$ cat src/rtl/bcd_display_controller.sv
// ---------------------------------------------------------------------------
// bcd_display_controller
//
// Accepts a 14-bit binary value through a valid/ready handshake, converts it
// to four BCD digits with a sequential double-dabble (one step per clock),
// latches the digits into display registers and multiplexes them onto a
// 4-digit common-anode 7-segment display.
//
// Parameters:
//   SCAN_DIV    - clock cycles each digit is driven while scanning (2..2^20)
//
// Ports:
//   clk         - system clock, rising edge
//   rst_n       - asynchronous active-low reset
//   value       - binary value to display (0..16383)
//   value_valid - value presented
//   value_ready - controller idle and able to accept a value
//   done        - one-cycle pulse when new digits reach the display registers
//   overflow    - last accepted value was greater than 9999 (shows 9999)
//   anode_n     - active-low digit enables, bit 0 = ones, bit 3 = thousands
//   seg_n       - active-low segments {g,f,e,d,c,b,a}
//
// Optional feature macro:
//   LEADING_ZERO_BLANK_EN - blank leading zeros of the upper three digits
// ---------------------------------------------------------------------------
module bcd_display_controller #(
    parameter int unsigned SCAN_DIV = 50000
) (
    input  logic        clk,
    input  logic        rst_n,
    input  logic [13:0] value,
    input  logic        value_valid,
    output logic        value_ready,
    output logic        done,
    output logic        overflow,
    output logic [3:0]  anode_n,
    output logic [6:0]  seg_n
);

    typedef enum logic [1:0] {
        IDLE    = 2'd0,
        CONVERT = 2'd1,
        LATCH   = 2'd2
    } state_t;

    state_t      state;
    state_t      next_state;
    logic [29:0] shift_reg;
    logic [3:0]  iter;
    logic [3:0]  digits [4];
    logic [19:0] prescaler;
    logic [1:0]  digit_idx;
    logic [3:0]  blank;
    logic        take;

    // One double-dabble iteration: correct every BCD field that would
    // overflow past 9 on doubling, then shift the whole register left.
    function automatic logic [29:0] dd_step(input logic [29:0] r);
        logic [29:0] t;
        t = r;
        for (int i = 0; i < 4; i++) begin
            if (t[14 + 4*i +: 4] >= 4'd5)
                t[14 + 4*i +: 4] = t[14 + 4*i +: 4] + 4'd3;
        end
        return {t[28:0], 1'b0};
    endfunction

    function automatic logic [6:0] encode(input logic [3:0] d);
        logic [6:0] s;
        case (d)
            4'd0:    s = 7'b1000000;
            4'd1:    s = 7'b1111001;
            4'd2:    s = 7'b0100100;
            4'd3:    s = 7'b0110000;
            4'd4:    s = 7'b0011001;
            4'd5:    s = 7'b0010010;
            4'd6:    s = 7'b0000010;
            4'd7:    s = 7'b1111000;
            4'd8:    s = 7'b0000000;
            4'd9:    s = 7'b0010000;
            default: s = 7'b1111111;
        endcase
        return s;
    endfunction

    assign value_ready = (state == IDLE);
    assign take        = value_valid && value_ready;

    // State register.
    always_ff @(posedge clk or negedge rst_n) begin
        if (!rst_n)
            state <= IDLE;
        else
            state <= next_state;
    end

    // Next-state logic. CONVERT leaves after the 14th step (iter == 13).
    always_comb begin
        next_state = state;
        case (state)
            IDLE:    if (take) next_state = CONVERT;
            CONVERT: if (iter == 4'd13) next_state = LATCH;
            LATCH:   next_state = IDLE;
            default: next_state = IDLE;
        endcase
    end

    // Conversion datapath and display digit registers. done is registered so
    // it coincides with the first cycle the new digits are on the display.
    always_ff @(posedge clk or negedge rst_n) begin
        if (!rst_n) begin
            shift_reg <= '0;
            iter      <= '0;
            overflow  <= 1'b0;
            done      <= 1'b0;
            for (int i = 0; i < 4; i++) digits[i] <= 4'd0;
        end else begin
            done <= 1'b0;
            case (state)
                IDLE: begin
                    if (take) begin
                        shift_reg <= {16'd0, value};
                        iter      <= '0;
                        overflow  <= (value > 14'd9999);
                    end
                end
                CONVERT: begin
                    shift_reg <= dd_step(shift_reg);
                    iter      <= iter + 4'd1;
                end
                LATCH: begin
                    for (int i = 0; i < 4; i++)
                        digits[i] <= overflow ? 4'd9 : shift_reg[14 + 4*i +: 4];
                    done <= 1'b1;
                end
                default: ;
            endcase
        end
    end

    // Free-running scan prescaler; the digit index steps on every wrap,
    // independent of conversion activity.
    always_ff @(posedge clk or negedge rst_n) begin
        if (!rst_n) begin
            prescaler <= '0;
            digit_idx <= '0;
        end else if (prescaler == 20'(SCAN_DIV - 1)) begin
            prescaler <= '0;
            digit_idx <= digit_idx + 2'd1;
        end else begin
            prescaler <= prescaler + 20'd1;
        end
    end

    // A digit is blanked only if it and every digit to its left are zero;
    // the ones digit is never blanked.
    always_comb begin
        blank = 4'b0000;
`ifdef LEADING_ZERO_BLANK_EN
        blank[3] = (digits[3] == 4'd0);
        blank[2] = blank[3] && (digits[2] == 4'd0);
        blank[1] = blank[2] && (digits[1] == 4'd0);
`endif
    end

    assign anode_n = ~(4'b0001 << digit_idx);
    assign seg_n   = blank[digit_idx] ? 7'b1111111 : encode(digits[digit_idx]);

endmodule
$ cat config.mk
export PLATFORM = sky130hd
export DESIGN_NAME = bcd_display_controller
export DESIGN_NICKNAME = d
export VERILOG_FILES = /design/src/rtl/bcd_display_controller.sv
export SDC_FILE = /design/constraint.sdc
export NUM_CORES = 1
export LEC_CHECK = 0
export ABC_AREA = 1
export CORE_MARGIN = 2
export CORE_UTILIZATION = 63
export DETAILED_ROUTE_END_ITERATION = 16
export PLACE_DENSITY = 0.88
export SLEW_MARGIN = 0
export SYNTH_ARGS = -nofsm -noshare
export SYNTH_HDL_FRONTEND = slang
export SYNTH_SLANG_ARGS = --single-unit
$ cat constraint.sdc
create_clock -name clk -period 4.4 [get_ports clk]
set_clock_uncertainty 0.1 [all_clocks]
set_input_delay 0.66 -clock clk [delete_from_list [all_inputs] [get_ports clk]]
set_output_delay 0.66 -clock clk [all_outputs]
set_load 0.03 [all_outputs]
**Yosys cells after proc, flatten, opt, wreduce, memory -nomap -nowiden**

Memories as Yosys holds them, arrays and structs flattened.
Index checks and enable logic that the tools add are counted.
W data, S select, Z words.

- Bits in registers: 76
- Bits in read-only memories: 112
- Output and inout bits: 14
- Word-level logic and storage cells: 64
- Memories kept: 1

- Add/sub/neg operators: 7
- Order comparisons: 7
- Equal/unequal tests: 6
- Shift-type cells: 1
- Multiplexer cells: 23
- Bitwise gates (word level): 2
- Reductions and logical operators: 6

Memory list:

| memory | depth | width | rd ports | clocked after Yosys merged registers in | write ports | RTL line | text |
|---|---|---|---|---|---|---|---|
| (no name shown) | 16 | 7 | 1 | 0 | 0 | 70 | `case (d)` |

Operator list:

| kind | count |
|---|---|
| $pmux W30 S2 | 1 |
| $mux W4 | 10 |
| $mux W30 | 1 |
| $add A20 B1 Y20 const B | 1 |
| $eq A20 B16 Y1 const B | 1 |
| $mux W20 | 1 |
| $ge A4 B3 Y1 const B | 4 |
| $gt A14 B14 Y1 const B | 1 |
| $add A4 B2 Y4 const B | 3 |
| $bmux W4 S2 | 1 |
| $pmux W4 S2 | 1 |
| $mux W7 | 1 |
| $reduce_and A2 Y1 | 3 |
| $add A4 B1 Y4 const B | 1 |
| $eq A4 B4 Y1 const B | 1 |
| $mux W2 | 2 |
| $not A4 Y4 | 1 |
| $pmux W2 S2 | 1 |
| $shl A1 B2 Y4 const A | 1 |
| $add A3 B2 Y3 const B | 1 |
| $ge A3 B3 Y1 const B | 1 |
| $lt A2 B3 Y1 const B | 1 |
| $mux W3 | 1 |
| $not A2 Y3 | 1 |
| other kinds (10) | 11 |

**Depth between registers and ports, before layout**

Gate-level depths: netlist of run 1.
An unclocked memory read counts as a cell.

- Depth in word-level cells: 6
- Mapped depth: 11

**Worst setup path after synthesis of run 1**

OpenSTA, ideal clock, no wires.

- Kind: register to output
- Start: register digit_idx[0]
- End: output port seg_n[3]
- Arrival time: 1.919 ns
- Data required time: 3.640 ns
- Setup slack: 1.721 ns
- Cell stages (with the launch flop): 10
- Buffers on the path: 1
- Cells stage by stage: dfrtp_1 -> buf_6 -> inv_4 -> nand2_1 -> nand3_1 -> nand2_1 -> ha_1 -> inv_1 -> nor2_1 -> o21ai_0

- Cells in the longest elaborated chain, start to end: 6

RTL lines:

| what | RTL line | text |
|---|---|---|
| start, declared | 52 | `logic [1:0] digit_idx;` |
| start signal, assigned | 149 | `digit_idx <= digit_idx + 2'd1;` |
| $not A2 Y3 (not written as such) | 167 | `assign seg_n = blank[digit_idx] ? 7'b1111111 : encode(digits[digit_idx]);` |
| $bmux W4 S2 | 167 |  |
| $mux W4 (not written as such) (2 in a row) | 167 |  |
| $mem_v2 Z16 W7 | -- |  |
| $mux W7 (*) | 167 |  |
| end, declared | 37 | `output logic [6:0] seg_n` |

Every way passes the cells marked *; elsewhere a longest branch is shown, timed or not. The select of a mux whose other input is x is not followed.

**Final worst setup path of run 1**

- Start: register digit_idx[0]
- End: output port seg_n[4]

The elaborated chain is that of the path after synthesis.

==> flow_summary.rst, run 1 <==
.. list-table::
   :header-rows: 1

   * - Metric
     - Value
   * - Antenna diodes
     - 0
   * - Maximum frequency from static timing analysis
     - approximately 0.30 GHz
   * - Cts repair resizes
     - 0
   * - Primary flip-flop cell chosen by synthesis mapping
     - dfrtp_1
   * - Final ANT Viol Nets
     - 0
   * - Final number of setup-violating endpoints
     - 0
   * - Share of the synthesized netlist area taken by xor and xnor gates
     - 2.97%
   * - Unique masters post-synth
     - 30
   * - Setup repair after global routing missed its margin
     - no
   * - Worst hold slack across all endpoints
     - between 0.3 and 0.4 ns
   * - Synth async-reset ratio
     - between 90% and 100%
   * - Proportion of layout cells with a drive suffix above 1
     - 6.19%
   * - Share of total power in sequential cells
     - 37.8%
   * - Fraction of power consumed by the clock network
     - between 10% and 20%
   * - Fin util
     - ~73%
   * - Pin count of the biggest net entering global routing
     - a little under 80
   * - Final Hold Violating Endpoints
     - 0
   * - First-pass GRT wire length
     - between 15 and 20 mm
   * - Fraction of synthesized cell area taken by the top area cell type
     - 46.0%
   * - Average wire length per cell after detail routing
     - 13.8 um
   * - Number of global-route vias before repair
     - 3375
   * - Initial DRC count
     - 304
   * - Share of total power in combinational logic
     - 43.5%
   * - Power per unit of standard cell area
     - roughly 630 nW/um^2
   * - Net count after synthesis
     - 551
   * - Total die area
     - 7220 sq um
   * - Part of the Yosys area used for sequential elements
     - 46.0%
   * - Number of clock sinks
     - 76
   * - Post-CTS Setup Inserts
     - 0
   * - Core ar.
     - 6350 sq um
   * - CTS Buffer Depth
     - 2
   * - Dominant combinational cell family by area after synthesis
     - simple AND/OR/NAND/NOR gates
   * - Synthesized-area fraction occupied by and/or/nand/nor cells
     - 25.3%
   * - Max reg flops
     - 30
   * - Top post-synthesis cells by area
     - dfrtp_1 (46%), nand2_1 (12%), ha_1 (6.1%)
   * - Result of the run
     - finished, final reports clean
   * - Overall global routing resource usage
     - 26.3%
   * - Final Wtd Congestion
     - 0.853
   * - Critical path data arrival time
     - 2.62 ns
   * - Final HPWL from detailed placement
     - 6.09 mm
   * - Std-Cell Rows
     - 29
   * - Overflow left after global routing
     - 0
   * - Clock-pin slew on the worst setup and hold paths
     - approximately 0.070 ns
   * - Total negative slack
     - 0 ns
   * - Syn-to-layout area delta
     - 12.6%
   * - Max-cap violation count
     - 0
   * - Sw Ratio
     - around two fifths
   * - H-tree levels
     - 3
   * - Register bit total from synthesis
     - 76
   * - Required time at the endpoint of the critical path
     - 3.64 ns
   * - First-pass iteration count of the detailed router
     - 5
   * - TritonCTS clock tree
     - done
   * - Master cell of the clock root buffer
     - clkbuf_8
   * - Netlist area before placement
     - approximately 4100 sq um
   * - Nets
     - a little under 600
   * - Transition time at the pin with the least slew margin
     - 0.915 ns
   * - Clock latency on the worst-skew pair
     - 0.36 ns
   * - Worst voltage drop across the vdd grid
     - 0.542 mV
   * - Final Cycle Share
     - 76.9%
   * - Worst hold path type
     - primary input to asynchronous set/reset pin
   * - Largest driver fanout on the critical path
     - 12
   * - Synthesis Warnings
     - 0
   * - Detailed-route vias per instance
     - 5.63
   * - Synth Instances
     - 514
   * - CP startpoint kind
     - flop
   * - Most numerous cell in the Yosys netlist
     - nand2_1
   * - Leakage power total
     - 0.00229 uW
   * - CTS Hold Buffers Added
     - 0
   * - Syn Area/Cell
     - roughly 8 sq um
   * - Fraction of the mapped netlist area in adder cells
     - 6.06%
   * - Compound-cell area share of the yosys netlist
     - 11.7%
   * - Initial antenna violation count
     - 0
   * - Initial Utilization
     - 65.0%
   * - Detailed Route WL
     - a little under 9 mm
   * - Switching power summed over all nets
     - 1220 uW
   * - Die Y
     - 85.0 um
   * - Endpoint type of the worst setup path
     - primary output
   * - I/O pin cnt
     - 31
   * - Count of vias placed by the detailed router
     - 3522
   * - Cell taking the most area after synthesis
     - dfrtp_1
   * - Die W
     - 85.0 um
   * - Max-slew headroom
     - between 30% and 40%
   * - Number of CTS-inserted buffers
     - 9
   * - Slew Viols, Final
     - 0
   * - Drt drc
     - 0
   * - Internal power contribution
     - 1700 uW
   * - Number of flops mapped to enable cells by yosys
     - 0
   * - Post-layout min period
     - around 3.4 ns
   * - Most frequent cells after synthesis
     - nand2_1 (128), dfrtp_1 (76), inv_1 (61), nor2_1 (60), nand3_1 (43)
   * - Worst Path Class, Setup
     - flop to primary output
   * - Multiplexer fraction of the synthesized cell area
     - 0%
   * - Count of buffers from port buffering
     - 30
==> power groups by stage <==
| stage | combinational, uW | clock, uW | sequential (uW) |
|---|---|---|---|
| 4_1_cts | 1280 | 548 | 1100 |
| 6_report | 1270 | 545 | 1110 |
| 3_3_place_gp | 1210 | 0 | 1100 |
| 2_1_floorplan | 964 | 0 | 1060 |
| 3_5_place_dp | 1280 | 0 | 1110 |
| 5_1_grt | 1440 | 584 | 1130 |
==> worst paths after layout <==
path                                 end  depth (start not counted)          from  slack, ns
min in group clk            prescaler[0]                          1  prescaler[0]       0.39
max in group asynchronous  prescaler[12]                          1         rst_n       3.27
hold / removal             shift_reg[26]                          1         rst_n       0.34
hold reg to reg             prescaler[0]                          1  prescaler[0]       0.39
setup / recovery                seg_n[4]                         10  digit_idx[0]       1.02
setup reg to reg            shift_reg[0]                          4      state[0]       2.46
==> logic make-up (layout without fill, tap and decap cells) <==
| kind of cell | count (synthesis) | in the layout |
|---|---|---|
| xor gates and xnor gates | 14 | 14 |
| buffers and inverters | 77 | 112 |
| adders and majority gates | 20 | 20 |
| DFF | 76 | 76 |
| AOI/OAI and AO/OA | 80 | 80 |
| and+or+nand+nor | 247 | 247 |
==> through the flow <==
stage / worst slack (ns) / std cells / total power (uW) / cell area, sq um
6_report: 1.02 / 626 / 2920 / 4650
5_1_grt: 0.851 / 626 / 3160 / 4650
4_1_cts: 1.02 / 626 / 2930 / 4650
3_5_place_dp: 1.44 / 610 / 2390 / 4450
3_3_place_gp: 1.50 / 610 / 2310 / 4450
2_1_floorplan: 1.72 / 514 / 2020 / 4130
==> layout make-up <==
class / count / area, sq um
fill: 438 / 1700
tap: 77 / 96.3
multi-input combinational: 361 / 1900
timing repair buffer: 30 / 298
inverter: 66 / 253
clock buffer: 13 / 159
clock inverter: 3 / 43.8
sequential: 76 / 1900
==> worst max-delay path: stages (launching register included) <==
cell	delay (ns)
dfrtp_1	0.61
inv_4	0.12
nand2_1	0.09
nand3_1	0.06
nand2_1	0.16
inv_1	0.11
ha_1	0.23
nand3_1	0.08
nand3_1	0.07
nand2_1	0.07
clkdlybuf4s50_1	0.66
==> per-layer routing <==
layer	wire length [um]	GRT usage [%]	part of all wire [%]
met1	3740	34.6	43
met2	4310	44.3	50
met3	454	4.38	5.3
met4	145	9.24	1.7
met5	0	0	0
==> cell usage in the layout, fill, tap and decap left out, drive strengths merged, types with 3 or more instances in the layout <==
| master | n |
|---|---|
| xor2 | 12 |
| dfrtp | 76 |
| nand2 | 134 |
| a31oi | 8 |
| ha | 20 |
| o22ai | 24 |
| o21ai | 23 |
| clkbuf | 13 |
| nand4 | 3 |
| o21bai | 4 |
| nand3 | 43 |
| nor2 | 64 |
| a21oi | 19 |
| inv | 66 |
| clkdlybuf4s50 | 29 |
Power figures use the tool's default switching activity.
==> inputs of run 2 (changes only) <==
--- a/config.mk
+++ b/config.mk
@@ -7,9 +7,9 @@
 export LEC_CHECK = 0
 export ABC_AREA = 1
 export CORE_MARGIN = 2
-export CORE_UTILIZATION = 63
+export CORE_UTILIZATION = 59
 export DETAILED_ROUTE_END_ITERATION = 16
-export PLACE_DENSITY = 0.88
+export PLACE_DENSITY = 0.83
 export SLEW_MARGIN = 0
 export SYNTH_ARGS = -nofsm -noshare
 export SYNTH_HDL_FRONTEND = slang
==> constraint.sdc (replaced) <==
create_clock -name clk -period 3.2 [get_ports clk]
set_clock_uncertainty 0.1 [all_clocks]
set_input_delay 0.48 -clock clk [delete_from_list [all_inputs] [get_ports clk]]
set_output_delay 0.48 -clock clk [all_outputs]
set_load 0.03 [all_outputs]
==> flow_summary.rst, run 2 (synthesized netlist as in run 1, its figures left out) <==
.. list-table::
   :header-rows: 1

   * - Metric
     - Value
   * - Result of the run
     - finished, final reports clean
   * - Post-layout min period
     - 2.99 ns
   * - Count of buffers from port buffering
     - 30 (unchanged)
   * - Final ANT Viol Nets
     - 0 (unchanged)
   * - Total negative slack
     - 0 ns (unchanged)
   * - Worst hold slack across all endpoints
     - 0.177 ns (-0.159 ns)
   * - Std-Cell Rows
     - 30 (+3.4%)
   * - Slew Viols, Final
     - 0 (unchanged)
   * - Cell Count Post-Placement
     - 629 (+3.1%)
   * - Worst voltage drop across the vdd grid
     - 0.433 mV (-20%)
   * - Initial antenna violation count
     - 0 (unchanged)
   * - Power per unit of standard cell area
     - 873 nW/um^2 (+39%)
   * - Die W
     - 87.7 um (+3.2%)
   * - Leakage power total
     - 0.00238 uW (+4.1%)
   * - Final Hold Violating Endpoints
     - 0 (unchanged)
   * - Number of standard cells in the layout, taps in and fillers out
     - 646 (+3.2%)
   * - H-tree levels
     - 3 (unchanged)
   * - Max reg flops
     - 30 (unchanged)
   * - Clock-pin slew on the worst setup and hold paths
     - 0.08 ns (about the same)
   * - Initial Utilization
     - 60.8% (-4.3 points)
   * - Pin count of the biggest net entering global routing
     - 77 (unchanged)
   * - Antenna diodes
     - 0 (unchanged)
   * - Core ar.
     - 6790 sq um (+7.0%)
   * - Detailed Route WL
     - 8.32 mm (-3.8%)
   * - Proportion of layout cells with a drive suffix above 1
     - 6.73% (+0.53 points)
   * - Leading cell type in the layout, fill and taps excluded
     - nand2_1
   * - Max-cap violation count
     - 0 (unchanged)
   * - Clock latency on the worst-skew pair
     - 0.34 ns (-0.02 ns)
   * - CTS Buffer Depth
     - 2 (unchanged)
   * - Total die area
     - 7690 sq um (+6.5%)
   * - Initial DRC count
     - 234 (-23%)
   * - Syn-to-layout area delta
     - 14.8%
   * - Final Wtd Congestion
     - 0.903 (+6.0%)
   * - Worst hold path type
     - primary input to asynchronous set/reset pin
   * - Tot Pwr
     - 4140 uW (+42%)
   * - Nets
     - 582 (+0.17%)
   * - CP startpoint kind
     - flop
   * - TritonCTS clock tree
     - done
   * - Final Cycle Share
     - 93.6%
   * - Largest driver fanout on the critical path
     - 8 (-4)
   * - Endpoint type of the worst setup path
     - primary output
   * - Filler Cells Inserted
     - 529 (+21%)
   * - Critical path data arrival time
     - 2.41 ns (-0.21 ns)
   * - Maximum frequency from static timing analysis
     - 0.334 GHz
   * - Final HPWL from detailed placement
     - 5.89 mm (-3.3%)
   * - Number of CTS-inserted buffers
     - 9 (unchanged)
   * - Transition time at the pin with the least slew margin
     - 0.949 ns (+0.0342 ns)
   * - Count of vias placed by the detailed router
     - 3492 (-0.85%)
   * - First-pass GRT wire length
     - 14.7 mm (-3.8%)
   * - Detailed-route vias per instance
     - 5.41 (-3.9%)
   * - Max-slew headroom
     - 36.7% (-2.3 points)
   * - Drt drc
     - 0 (unchanged)
   * - Average wire length per cell after detail routing
     - 12.9 um (-6.8%)
   * - Final number of setup-violating endpoints
     - 0 (unchanged)
   * - Post-route design area
     - 4740 sq um (+2.0%)
   * - Number of clock sinks
     - 76 (unchanged)
   * - Commonest non-fill, non-tap cells in the layout
     - nand2_1 (128), dfrtp_1 (75), inv_1 (61), nor2_1 (60), nand3_1 (43)
   * - First-pass iteration count of the detailed router
     - 5 (unchanged)
   * - Die Y
     - 87.7 um (+3.2%)
   * - Overall global routing resource usage
     - 24.1% (-2.3 points)
   * - I/O pin cnt
     - 31 (unchanged)
   * - Worst Path Class, Setup
     - flop to primary output
   * - DP Area
     - 4470 sq um (+0.53%)
   * - Number of global-route vias before repair
     - 3232 (-4.2%)
   * - Setup repair after global routing missed its margin
     - no
   * - Master cell of the clock root buffer
     - clkbuf_8
   * - Overflow left after global routing
     - 0 (unchanged)
   * - Required time at the endpoint of the critical path
     - 2.62 ns (-1.02 ns)
   * - CTS Hold Buffers Added
     - 0 (unchanged)
==> run 2: changes by cell type in the layout (fill, tap and decap cells not counted) <==
cell,previous run,this run
dfrtp_1,76,75
bufinv_16,1,3
clkdlybuf4s50_1,29,24
dlymetal6s2s_1,0,5
inv_6,1,0
dfrtp_2,0,1
clkbuf_1,2,1
buf_4,1,2
==> run 2: layer usage <==
layer	part of all wire [%]	global-route usage (%)	wire length, um
met5	0	0	0
met4	1.5	8.53	128
met3	3.9	3.68	325
met2	48	39.2	4000
met1	46	32.9	3870
==> run 2: final timing paths <==
check	startpoint	endpoint	slack, ns	depth (start not counted)
max in group asynchronous	rst_n	digit_idx[0]	2.17	1
hold reg to reg	prescaler[0]	prescaler[0]	0.39	1
min in group clk	prescaler[0]	prescaler[0]	0.39	1
setup reg to reg	state[0]	shift_reg[0]	1.26	4
hold / removal	rst_n	shift_reg[27]	0.18	1
setup / recovery	digit_idx[1]	seg_n[1]	0.21	7
==> run 2: worst max-delay path: stages (launching register included) <==
cell             delay, ns
dfrtp_1               0.48
inv_1                 0.16
nand3_1               0.11
nand2_1               0.14
ha_1                  0.31
inv_1                 0.04
o21ai_0               0.14
clkdlybuf4s50_1       0.69
==> run 2: cell type report <==
cell class	instances	area [sq um]	share of cell area [%]
multi-input cells	361	1900	40.0
repair buffers	31	318	6.70
clock inverters	4	95.1	2.01
inverters	66	253	5.33
flip-flops and latches	76	1900	40.1
clock buffers	12	155	3.27
well taps	96	120	2.53
==> run 2: repair_timing <==
action | 4_1_cts | 5_1_grt
setup buffers | 0 | 1
resized for setup | 1 | 5
endpoints found under the setup margin | 1 | 6
==> run 2: stage by stage <==
| step | utilization (%) | worst slack [ns] |
|---|---|---|
| finish | 69.8 | 0.206 |
| global route | 69.8 | 0.0275 |
| CTS | 69.5 | 0.0936 |
| detailed placement | 65.8 | 0.383 |
| global placement | 65.8 | 0.469 |
| floorplan | - | 0.701 |
==> run 2: power breakdown <==
part	leakage, uW	switching, uW	internal [uW]
logic	0.00132	1070	655
registers	0.000933	246	1260
clock network	0.000127	347	560
total	0.00238	1660	2480
